==> config.mk <==
export PLATFORM = sky130hd
export DESIGN_NAME = branch_redirect_ctrl
export DESIGN_NICKNAME = d
export VERILOG_FILES = /design/src/rtl/branch_redirect_ctrl.sv
export SDC_FILE = /design/constraint.sdc
export NUM_CORES = 1
export LEC_CHECK = 0
export CAP_MARGIN = 20
export CORE_MARGIN = 2
export CORE_UTILIZATION = 40
export CTS_CLUSTER_DIAMETER = 80
export CTS_CLUSTER_SIZE = 40
export DETAILED_ROUTE_END_ITERATION = 8
export DONT_BUFFER_PORTS = 1
export GPL_TIMING_DRIVEN = 1
export SETUP_SLACK_MARGIN = 0.15
export SYNTH_ARGS = -nofsm -noshare
export SYNTH_HDL_FRONTEND = slang
export SYNTH_SLANG_ARGS = --single-unit
==> constraint.sdc <==
create_clock -name clk -period 3.6 [get_ports clk]
set_input_delay 0.72 -clock clk [delete_from_list [all_inputs] [get_ports clk]]
set_output_delay 0.72 -clock clk [all_outputs]
set_load 0.05 [all_outputs]
==> src/rtl/branch_redirect_ctrl.sv <==
// Branch redirect controller: on a mispredict it issues a redirect fetch, flushes IF/ID
// and drops the responses that are still in flight for the abandoned fetch stream.
//
//   state | meaning
//   ------+------------------------------------------------------------------
//   IDLE  | no redirect pending; IF fetches sequentially
//   REQ   | redirect request on offer, waiting for fetch_addr_ok
//   DRAIN | redirect accepted; stale responses still being discarded
module branch_redirect_ctrl #(
   parameter int MAX_OUT = 4,
   parameter int CNT_W   = 3
) (
   input  logic        clk,
   input  logic        resetn,
   input  logic        ex_valid,
   input  logic        ex_br_cancel,
   input  logic [31:0] ex_next_pc,
   input  logic        if_req_fire,
   input  logic        fetch_addr_ok,
   input  logic        fetch_data_ok,
   output logic        fetch_req,
   output logic [31:0] fetch_pc,
   output logic        flush_if_id,
   output logic        discard_data,
   output logic        redirect_busy,
   output logic        fetch_full,
   output logic [31:0] mispredict_cnt,
   output logic        err_underflow
);

   typedef enum logic [1:0] {
      IDLE  = 2'd0,
      REQ   = 2'd1,
      DRAIN = 2'd2
   } state_t;

   state_t           state;
   state_t           state_next;
   logic [CNT_W-1:0] out_cnt;
   logic [CNT_W-1:0] out_next;
   logic [CNT_W-1:0] disc_cnt;
   logic [CNT_W-1:0] disc_dec;
   logic [CNT_W-1:0] disc_next;
   logic             mispredict;
   logic             fetch_inc;
   logic             underflow;

   assign fetch_req     = (state == REQ);
   assign fetch_full    = (out_cnt == CNT_W'(MAX_OUT));
   assign redirect_busy = (state != IDLE) | flush_if_id;
   assign discard_data  = fetch_data_ok & (disc_cnt != '0);

   always_comb begin
      mispredict = ex_valid & ex_br_cancel;
      fetch_inc  = if_req_fire | (fetch_req & fetch_addr_ok);
      underflow  = fetch_data_ok & (out_cnt == '0);

      out_next = out_cnt;
      if (fetch_inc && !fetch_data_ok) begin
         out_next = out_cnt + CNT_W'(1);
      end else if (!fetch_inc && fetch_data_ok && (out_cnt != '0)) begin
         out_next = out_cnt - CNT_W'(1);
      end

      // A new mispredict makes everything in flight after this edge stale,
      // including a request accepted in this very cycle.
      disc_dec  = disc_cnt - CNT_W'(discard_data);
      disc_next = mispredict ? out_next : disc_dec;
   end

   always_comb begin
      state_next = state;
      if (mispredict) begin
         state_next = REQ;
      end else begin
         case (state)
            IDLE:    state_next = IDLE;
            REQ:     if (fetch_addr_ok) state_next = (disc_dec == '0) ? IDLE : DRAIN;
            DRAIN:   if (disc_dec == '0) state_next = IDLE;
            default: state_next = IDLE;
         endcase
      end
   end

   always_ff @(posedge clk or negedge resetn) begin
      if (!resetn) begin
         state          <= IDLE;
         out_cnt        <= '0;
         disc_cnt       <= '0;
         fetch_pc       <= '0;
         flush_if_id    <= 1'b0;
         mispredict_cnt <= '0;
         err_underflow  <= 1'b0;
      end else begin
         state       <= state_next;
         out_cnt     <= out_next;
         disc_cnt    <= disc_next;
         flush_if_id <= mispredict;
         if (mispredict) begin
            fetch_pc       <= ex_next_pc;
            mispredict_cnt <= mispredict_cnt + 32'd1;
         end
         if (underflow) begin
            err_underflow <= 1'b1;
         end
      end
   end

endmodule

==> results by group, run 1 <==
Placement
  • Cell count after placement: 411
  • RD Place Congestion: 0.787
  • Post-DP HPWL: ~4.3 mm
  • Buffers on Ports: 0

Layout
  • Final #Nets: 365
  • Synth-to-Final Area Change: 10.2%
  • Number of diodes: 0
  • Ratio of cells with drive above 1 in the final layout: under 10%
  • Reg area: roughly 1900 um2
  • FILL cells: 743
  • Final cell count without fillers: 426
  • Area of the multi-input gates: 1280 um2

Yosys
  • Ys Warns: 0
  • Post-synthesis simple-gate area fraction: roughly a quarter
  • Area leader, netlist: dfrtp_1
  • Main combinational cell family by area after synthesis: simple AND/OR/NAND/NOR gates
  • Most common cell in the netlist: nand2_1
  • Adder-cell area share of the yosys netlist: under 10%
  • Mux cell area share after synthesis: 0.351%
  • Synth top cells by count: nand2_1 (113), dfrtp_1 (74), xnor2_1 (27), nand3_1 (14), nand4_1 (11)
  • #FFs+latches synth: 74
  • Sequential share of the synthesized area: between 50% and 60%
  • Post-synth top area share: 57.7%
  • Top cells by area, synth: dfrtp_1 (58%), nand2_1 (13%), xnor2_1 (7.4%)
  • EDFF count, synth: 0
  • Mapped Nets: about 360
  • Synth Flop Type: dfrtp_1
  • Mapped Avg Cell Area: roughly 10 um2
  • Compound-gate portion of the synthesized area: between 3 and 4%
  • Ys async rst share: 100%
  • Synth Area in XOR/XNOR: 8.74%
  • Synthesized instance count: about 320
  • Mapped Area: 3210 um2
  • Post-synth cell types: 37

Critical path
  • Critical Path, Cell by Cell: ha_1 > nand3_1 > nor4_1 > nand4_1 > xnor2_1
  • Crit path kind: flip-flop to flip-flop
  • Crit path to: mispredict_cnt[26]$_DFFE_PN0P_
  • Sum of buffers and inverters on the critical path: 0
  • R2R setup slack: approximately 1.3 ns
  • CP startpoint: mispredict_cnt[0]$_DFFE_PN0P_
  • WP depth: 5
  • Worst endpoint required time: between 3 and 4 ns
  • Max incr delay on CP: about 0.7 ns
  • WP data arrival: between 2 and 3 ns
  • CP Capture Type: flip-flop
  • Delay-heaviest family, CP: simple AND/OR/NAND/NOR gates
  • Nature of the critical path startpoint: flip-flop
  • Max Fanout on Critical Path: 5
  • RR Startpoint: mispredict_cnt[0]$_DFFE_PN0P_
  • R2R depth: 5
  • Crit Reg-Reg Endpoint: mispredict_cnt[26]$_DFFE_PN0P_
  • Max stage delay cell, worst path: dfrtp_1

Power and ir drop
  • VDD IR max: 0.000231 V
  • P per Cell Area: 693 nW/um2
  • Pleak: about 1.7 nW

STA
  • Min Clock Period, post-route: 2.33 ns
  • Slew Viols, Final: 0
  • RSZ-0062 raised after global routing: false
  • Final setup vio count: 0
  • Final TNS setup: 0 ns
  • Worst-Margin Slew: ~0.9 ns
  • Max_slew headroom: slightly below 40%
  • FMAX: about 0.43 GHz
  • Skew final: about 0.012 ns
  • Final period util: between 60 and 70%
  • Final hold vios: 0

Clock tree
  • Root buffer cell: clkbuf_8
  • Clock tree buffer depth: 2
  • CTS tree: built
  • Post_cts resized: 0
  • Hold_buf cts: 0
  • CTS Sinks: 74
  • Clk_lat worst skew: about 0.34 ns
  • H-tree depth: 3
  • CTS clk-pin slew, worst paths: approximately 0.080 ns
  • Inserted Clock Buffers: 9
  • Post-CTS setup repair buffer count: 0

GRT
  • Initial antenna violation count: 0
  • Largest net degree at the start of global routing: 75
  • First-pass GRT wire length: 10.5 mm
  • Vias in the first global route: around 2.2k
  • Gr usage total: between 10% and 20%
  • Global route total overflow: 0

Floorplan
  • Die Width: slightly above 90 um
  • Die ar.: ~9000 um2
  • Die H: roughly 94 um
  • Initial core utilization: roughly two fifths
  • Top Ports: 109
  • Core Footprint: approximately 8000 um2
  • Row count: 32

Drt
  • DRC viols: 0
  • Vias per cell: 5.06
  • DR iter-0 viols: a little under 70
  • Initial DRT Pass Iterations: 6
  • Drt wl/cell: about 15 um
  • Vias post-DR: about 2.2k
  • Final ANT Viol Nets: 0
  • Final WL: around 6.3 mm

Run
  • Max-Cap Viols: 0

Hold path
  • Hold Crit Class: input port to asynchronous set/reset pin

Run status
  • Status: complete, no violations
layout make-up:
type	count	share of cell area, %
Multi-Input combinational cell	227	36.1
Clock buffer	10	3.89
Sequential cell	74	52.4
Timing Repair Buffer	2	0.425
Tap cell	102	3.61
Inverter	6	0.637
Clock inverter	5	2.90
sequential cells by signal, indices dropped and copies added (netlist names):
signal          cells
fetch_pc           32
state               2
mispredict_cnt     32
err_underflow       1
disc_cnt            3
flush_if_id         1
out_cnt             3
cells in the final DEF (no fill, tap or decap), types with 3 or more instances in the layout:
cell       instances
nand4_1           11
xnor2_1           27
xor2_1             5
clkbuf_8          10
ha_1               6
and3_1             5
inv_1              6
nor2_1             6
and4_1             3
nand2_1          113
nor4_1             4
nor3_1             5
dfrtp_1           74
bufinv_16          3
nand3_1           14
where the power goes:
group	switching, W	internal, W
combinational	0.000205	0.000145
clock	0.000296	0.000475
sequential	0.000387	0.000943
total	0.000888	0.00156
per-stage QoR:
stage / cell area [um2] / utilization [%] / power (W) / setup slack, ns / hold slack (ns)
finish: 3530 / 45.5 / 0.00245 / 1.27 / 0.0683
CTS: 3530 / 45.5 / 0.00248 / 1.27 / 0.0481
detailed placement: 3290 / 42.4 / 0.00170 / 1.28 / 0.426
floorplan: 3210 / - / 0.00162 / 1.30 / 0.424
global placement: 3290 / 42.4 / 0.00169 / 1.32 / 0.426
global route: 3530 / 45.5 / 0.00259 / 1.01 / 0.0417
worst min path at each step:
stage	end	slack [ns]
2_1_floorplan	disc_cnt[0]$_DFF_PN0_	0.42
3_3_place_gp	mispredict_cnt[13]$_DFFE_PN0P_	0.43
3_5_place_dp	mispredict_cnt[13]$_DFFE_PN0P_	0.43
4_1_cts	mispredict_cnt[13]$_DFFE_PN0P_	0.05
5_1_grt	mispredict_cnt[14]$_DFFE_PN0P_	0.04
6_report	mispredict_cnt[12]$_DFFE_PN0P_	0.07
layer usage:
metal | global-route usage (%) | part of all wire (%) | up-vias
met5 | 0 | 0 | -
met4 | 6.88 | 1.5 | 0
met3 | 5.40 | 8.6 | 6
met2 | 23.1 | 44 | 81
met1 | 19.9 | 46 | 1015
li1 | - | - | 1055
worst reg2reg max path, stage by stage (launching register included):
cell and delay [ns]:
dfrtp_1 0.72, ha_1 0.24, nand3_1 0.20, nor4_1 0.67, nand4_1 0.19, xnor2_1 0.17
logic make-up (layout without fill, tap and decap cells):
| kind of cell | count (synthesis) | after routing |
|---|---|---|
| buf+inv | 17 | 23 |
| flops | 74 | 74 |
| simple gates | 172 | 172 |
| mux | 1 | 1 |
| fa+ha+maj | 6 | 6 |
| compound gates | 16 | 16 |
| xor+xnor | 32 | 32 |
No activity file was read; power rests on OpenSTA's default activity.
==> run 2, diff against run 1 <==
==> constraint.sdc (replaced) <==
create_clock -name clk -period 2 [get_ports clk]
set_input_delay 0.4 -clock clk [delete_from_list [all_inputs] [get_ports clk]]
set_output_delay 0.4 -clock clk [all_outputs]
set_load 0.05 [all_outputs]
==> run 2 against run 1 <==
Compared with the run above: the flow now finishes with violations (negative hold slack); die area unchanged; total power increased by 75%; sequential cell count unchanged; non-clock buffer count increased by 36; critical endpoint is now redirect_busy; largest cell class unchanged.
==> results by group, run 2 (synthesis gave the netlist of run 1 again) <==
Drt
  • DR iter-0 viols: 60 (-13%)
  • Final WL: 6.72 mm (+7.1%)
  • Final ANT Viol Nets: 0 (unchanged)
  • Drt wl/cell: 14.5 um (-1.5%)
  • DRC viols: 0 (unchanged)
  • Vias per cell: 4.95 (-2.2%)
  • Initial DRT Pass Iterations: 4 (-2)
  • Vias post-DR: 2293 (+6.3%)

Floorplan
  • Initial core utilization: 41.3% (unchanged)
  • Row count: 32 (unchanged)
  • Die H: 93.6 um (unchanged)
  • Top Ports: 109 (unchanged)
  • Die Width: 93.6 um (unchanged)
  • Core Footprint: 7770 um2 (unchanged)
  • Die ar.: 8750 um2 (unchanged)

Clock tree
  • CTS tree: built
  • Root buffer cell: clkbuf_8
  • CTS clk-pin slew, worst paths: 0.09 ns (about the same)
  • Clock tree buffer depth: 2 (unchanged)
  • H-tree depth: 3 (unchanged)
  • Inserted Clock Buffers: 9 (unchanged)
  • Post-CTS setup repair buffer count: 0 (unchanged)
  • CTS Sinks: 74 (unchanged)
  • Clk_lat worst skew: 0.35 ns (about the same)

STA
  • Min Clock Period, post-route: 1.80 ns
  • RSZ-0062 raised after global routing: false
  • Final setup vio count: 0 (unchanged)
  • Final period util: 90.1%
  • Slew Viols, Final: 0 (unchanged)
  • Min setup slack post-route: 0.197 ns (-1.08 ns)
  • Max_slew headroom: 60.9% (+21 points)
  • Final hold vios: 74 (+74)
  • Final TNS setup: 0 ns (unchanged)
  • Skew final: 0.0191 ns (+0.00704 ns)
  • Hold slack: -0.260 ns (-0.328 ns)
  • Worst-Margin Slew: 0.581 ns (-0.319 ns)
  • FMAX: between 0.5 and 0.6 GHz

Placement
  • Place WS: 0.346 ns (-0.931 ns)
  • RD Place Congestion: 0.777 (-1.2%)
  • Cell count after placement: 447 (+8.8%)
  • Buffers on Ports: 0 (unchanged)
  • Post-DP HPWL: 4.69 mm (+9.7%)

Layout
  • Area of the multi-input gates: 1280 um2 (+0.20%)
  • Final cell count without fillers: 463 (+8.7%)
  • Biggest regs: fetch_pc x32, mispredict_cnt x32
  • Reg area: 1860 um2 (+0.61%)
  • Commonest non-fill, non-tap cell in the layout: nand2_1
  • FILL cells: 741 (-0.27%)
  • Number of diodes: 0 (unchanged)
  • Ratio of cells with drive above 1 in the final layout: 19.7% (+12 points)
  • Synth-to-Final Area Change: 17.6%
  • Final #Nets: 401 (+9.9%)
  • Most frequent cells in the layout: nand2_1 (113), dfrtp_1 (65), buf_4 (38)

Critical path
  • Max incr delay on CP: 0.65 ns (-0.07 ns)
  • Critical Path, Cell by Cell: or3_2
  • Worst endpoint required time: 1.60 ns (-2.20 ns)
  • Delay-heaviest family, CP: simple AND/OR/NAND/NOR gates
  • Sum of buffers and inverters on the critical path: 0 (unchanged)
  • Max stage delay cell, worst path: or3_2
  • Crit path kind: flip-flop to output port
  • WP data arrival: 1.40 ns (-1.13 ns)
  • R2R setup slack: 0.34 ns (-0.93 ns)
  • Max Fanout on Critical Path: 5 (unchanged)
  • CP Capture Type: output port
  • Nature of the critical path startpoint: flip-flop

GRT
  • Initial antenna violation count: 0 (unchanged)
  • First-pass GRT wire length: 11.0 mm (+4.7%)
  • Vias in the first global route: 2377 (+9.8%)
  • Global route total overflow: 0 (unchanged)
  • Largest net degree at the start of global routing: 75 (unchanged)
  • Gr usage total: 16.1% (+0.81 points)

Power and ir drop
  • P per Cell Area: 1140 nW/um2 (+64%)
  • VDD IR max: 0.000518 V (+120%)
  • Pleak: 1.86 nW (+9.1%)

Run
  • Max-Cap Viols: 0 (unchanged)

Run status
  • Status: finished, violations left
  • Failing checks: negative hold slack

Hold path
  • Hold Crit Class: input port to asynchronous set/reset pin
## run 2: cell count changes in the layout (fill, tap and decap cells not counted), moves of 2 or more
cell,delta
clkinv_4,+2
bufinv_16,-2
dfrtp_1,-9
dfrtp_2,+9
buf_4,+36
## run 2: stage by stage
stage	total power [W]	cell area, um2	utilization, %
after floorplan	0.00293	3220	-
after global placement	0.00314	3580	46.1
after detailed placement	0.00318	3580	46.1
after CTS	0.00434	3770	48.6
after global routing	0.00452	3770	48.6
final	0.00429	3770	48.6
## run 2: path summary, 6_finish.rpt
| path | start | to | cells after the start |
|---|---|---|---|
| hold reg to reg | state[1]$_DFFE_PN0P_ | state[0]$_DFFE_PN0P_ | 1 |
| setup / recovery | state[1]$_DFFE_PN0P_ | redirect_busy | 1 |
| min in group clk | fetch_data_ok | out_cnt[1]$_DFF_PN0_ | 1 |
| hold / removal | resetn | fetch_pc[21]$_DFFE_PN0P_ | 0 |
| max in group asynchronous | resetn | mispredict_cnt[5]$_DFFE_PN0P_ | 0 |
| setup reg to reg | mispredict_cnt[0]$_DFFE_PN0P_ | mispredict_cnt[26]$_DFFE_PN0P_ | 6 |
## run 2: area by class of cell
type | count | area share, %
flip-flops and latches | 74 | 49.4
well taps | 102 | 3.38
inverters | 6 | 0.597
repair buffers | 38 | 7.56
multi-input cells | 227 | 33.9
clock buffers | 10 | 3.38
clock inverters | 6 | 1.79
## run 2: report_power, final
part | internal [W] | switching [W]
Sequential | 0.00171 | 0.000498
Clock | 0.000579 | 0.000565
Combinational | 0.000344 | 0.000594
Total | 0.00263 | 0.00166
## run 2: repair_timing
item / in CTS / in global routing
gates resized for setup: 1 / 0
hold endpoints to repair: 74 / 74
endpoints found under the setup margin: 1 / 0
## run 2: routing by layer
layer | global-route usage [%] | routed length [um] | up-vias
met5 | 0 | 0 | -
li1 | - | - | 1132
met3 | 5.16 | 538 | 10
met4 | 7.37 | 125 | 0
met2 | 26.3 | 3020 | 85
met1 | 19.5 | 3040 | 1066
==> run 3, diff against run 2 <==
--- a/config.mk
+++ b/config.mk
@@ -6,6 +6,8 @@
 export NUM_CORES = 1
 export LEC_CHECK = 0
 export CAP_MARGIN = 20
+export CELL_PAD_IN_SITES_DETAIL_PLACEMENT = 0
+export CELL_PAD_IN_SITES_GLOBAL_PLACEMENT = 1
 export CORE_MARGIN = 2
 export CORE_UTILIZATION = 40
 export CTS_CLUSTER_DIAMETER = 80
@@ -13,6 +15,7 @@
 export DETAILED_ROUTE_END_ITERATION = 8
 export DONT_BUFFER_PORTS = 1
 export GPL_TIMING_DRIVEN = 1
+export PLACE_DENSITY_LB_ADDON = 0.25
 export SETUP_SLACK_MARGIN = 0.15
 export SYNTH_ARGS = -nofsm -noshare
 export SYNTH_HDL_FRONTEND = slang
==> run 3 against run 2 <==
Compared with the run above: core utilization increased by 0.27 points; sequential power is essentially flat; die area unchanged; critical endpoint is now mispredict_cnt[26]$_DFFE_PN0P_; via count rose by 1.7%; register-to-register slack got worse by 0.09 ns; global-route usage grew 1.0 points; final cell count grew 0.65%; critical path type is now flip-flop to flip-flop; total power fell by 0.20%; sequential cell count did not move; combinational power is 2% higher; highest routed layer unchanged; sequential share of layout area down 0.28 points; the flow still finishes with violations (negative hold slack); largest power group unchanged.
==> results by group, run 3 (synthesis gave the netlist of run 1 again) <==
GRT
  • Initial antenna violation count: 0 (unchanged)
  • First-pass GRT wire length: 11.7 mm (+6.2%)
  • Largest net degree at the start of global routing: 75 (unchanged)
  • Global route total overflow: 0 (unchanged)
  • Gr usage total: 17.1% (+1.0 points)
  • Vias in the first global route: 2382 (+0.21%)

Power and ir drop
  • VDD IR max: 0.000479 V (-7.6%)
  • Pleak: 1.88 nW (+1.2%)
  • P per Cell Area: 1130 nW/um2 (-0.76%)

Floorplan
  • Top Ports: 109 (unchanged)
  • Die H: 93.6 um (unchanged)
  • Core Footprint: 7770 um2 (unchanged)
  • Row count: 32 (unchanged)
  • Die Width: 93.6 um (unchanged)
  • Die ar.: 8750 um2 (unchanged)
  • Initial core utilization: 41.3% (unchanged)

Layout
  • Ratio of cells with drive above 1 in the final layout: 19.8% (+0.11 points)
  • Most frequent cells in the layout: nand2_1 (113), dfrtp_1 (65), buf_4 (41)
  • Commonest non-fill, non-tap cell in the layout: nand2_1
  • FILL cells: 739 (-0.27%)
  • Synth-to-Final Area Change: 18.3%
  • Area of the multi-input gates: 1280 um2 (+0.39%)
  • Number of diodes: 0 (unchanged)
  • Reg area: 1860 um2 (unchanged)
  • Util after Layout: 48.9% (+0.27 points)
  • Final #Nets: 404 (+0.75%)
  • Biggest regs: fetch_pc x32, mispredict_cnt x32

Run status
  • Status: finished, violations left
  • Failing checks: negative hold slack

Critical path
  • Crit path kind: flip-flop to flip-flop
  • Nature of the critical path startpoint: flip-flop
  • CP Capture Type: flip-flop
  • WP data arrival: 1.98 ns (+0.58 ns)
  • Worst endpoint required time: 2.23 ns (+0.63 ns)
  • Max Fanout on Critical Path: 5 (unchanged)

STA
  • FMAX: 0.571 GHz (+2.9%)
  • RSZ-0062 raised after global routing: false
  • Final TNS setup: 0 ns (unchanged)
  • Final setup vio count: 0 (unchanged)
  • Final hold vios: 74 (unchanged)
  • Max_slew headroom: 63.5% (+2.6 points)
  • Hold slack: -0.254 ns (+0.00538 ns)
  • Skew final: 0.00696 ns (-0.0122 ns)
  • Slew Viols, Final: 0 (unchanged)
  • Final period util: 87.6% (-2.5 points)
  • Worst-Margin Slew: 0.548 ns (-0.0334 ns)
  • Min Clock Period, post-route: 1.75 ns (-0.0505 ns)
  • Min setup slack post-route: 0.248 ns (+0.0505 ns)

Run
  • Max-Cap Viols: 0 (unchanged)

Drt
  • DRC viols: 0 (unchanged)
  • Drt wl/cell: 14.7 um (+1.4%)
  • DR iter-0 viols: 95 (+58%)
  • Final ANT Viol Nets: 0 (unchanged)
  • Initial DRT Pass Iterations: 4 (unchanged)
  • Final WL: 6.86 mm (+2.1%)
  • Vias per cell: 5.01 (+1.1%)
  • Vias post-DR: 2333 (+1.7%)

Placement
  • RD Place Congestion: 0.778 (about the same)
  • Place WS: 0.318 ns (-0.0275 ns)
  • Post-DP HPWL: 4.84 mm (+3.1%)
  • Buffers on Ports: 0 (unchanged)

Clock tree
  • Root buffer cell: clkbuf_8
  • Inserted Clock Buffers: 9 (unchanged)
  • H-tree depth: 3 (unchanged)
  • CTS clk-pin slew, worst paths: 0.07 ns (-0.02 ns)
  • Clock tree buffer depth: 2 (unchanged)
  • CTS tree: built
  • Clk_lat worst skew: 0.34 ns (about the same)
  • CTS Sinks: 74 (unchanged)

Hold path
  • Hold Crit Class: input port to asynchronous set/reset pin
-- run 3: cell type report --
class | count | area share (%)
clock buffer | 13 | 3.92
clock inverter | 3 | 1.06
inverter | 6 | 0.593
multi-input combinational | 227 | 33.9
sequential | 74 | 49.1
tap | 102 | 3.36
timing repair buffer | 41 | 8.11
-- run 3: metal layers --
layer	track usage, %	up-vias	wire [um]
li1	-	1135	-
met1	21.3	1108	3030
met2	26.6	80	3100
met3	6.12	10	599
met4	8.33	0	129
met5	0	-	0
-- run 3: what timing repair did --
item	CTS	global route
endpoints found under the setup margin	1	2
hold endpoints to repair	74	74
resized for setup	1	2
gates cloned	0	0
pin swaps	0	0
setup buffers	0	0
-- run 3: worst max-delay path, cell delays in order, from the launching register on --
cell and delay (ns):
dfrtp_2 0.41, ha_1 0.16, nand3_1 0.18, nor4_1 0.44, buf_4 0.21, nand4_1 0.11
xnor2_1 0.14
-- run 3: where the power goes --
| part | leakage [nW] | total [W] | internal [W] | switching (W) |
|---|---|---|---|---|
| combinational | 0.847 | 0.000955 | 0.000350 | 0.000605 |
| clock | 0.0974 | 0.00113 | 0.000609 | 0.000523 |
| sequential | 0.940 | 0.00219 | 0.00171 | 0.000484 |
| total | 1.88 | 0.00428 | 0.00267 | 0.00161 |
-- run 3: path summary, 6_finish.rpt --
kind | startpoint | to | slack, ns | depth (start not counted)
max | mispredict_cnt[0]$_DFFE_PN0P_ | mispredict_cnt[26]$_DFFE_PN0P_ | 0.25 | 6
min | resetn | state[0]$_DFFE_PN0P_ | -0.25 | 0
max reg2reg | mispredict_cnt[0]$_DFFE_PN0P_ | mispredict_cnt[26]$_DFFE_PN0P_ | 0.25 | 6
min reg2reg | mispredict_cnt[28]$_DFFE_PN0P_ | mispredict_cnt[28]$_DFFE_PN0P_ | 0.51 | 1
max in group asynchronous | resetn | mispredict_cnt[6]$_DFFE_PN0P_ | 2.14 | 0
min in group clk | fetch_data_ok | out_cnt[1]$_DFF_PN0_ | 0.13 | 1
-- run 3: stage by stage --
stage / std cells / area (um2) / power [W]
after global placement: 450 / 3600 / 0.00315
final: 466 / 3790 / 0.00428
after CTS: 466 / 3790 / 0.00432
after global routing: 466 / 3790 / 0.00453
after detailed placement: 450 / 3600 / 0.00317
after floorplan: 318 / 3220 / 0.00293
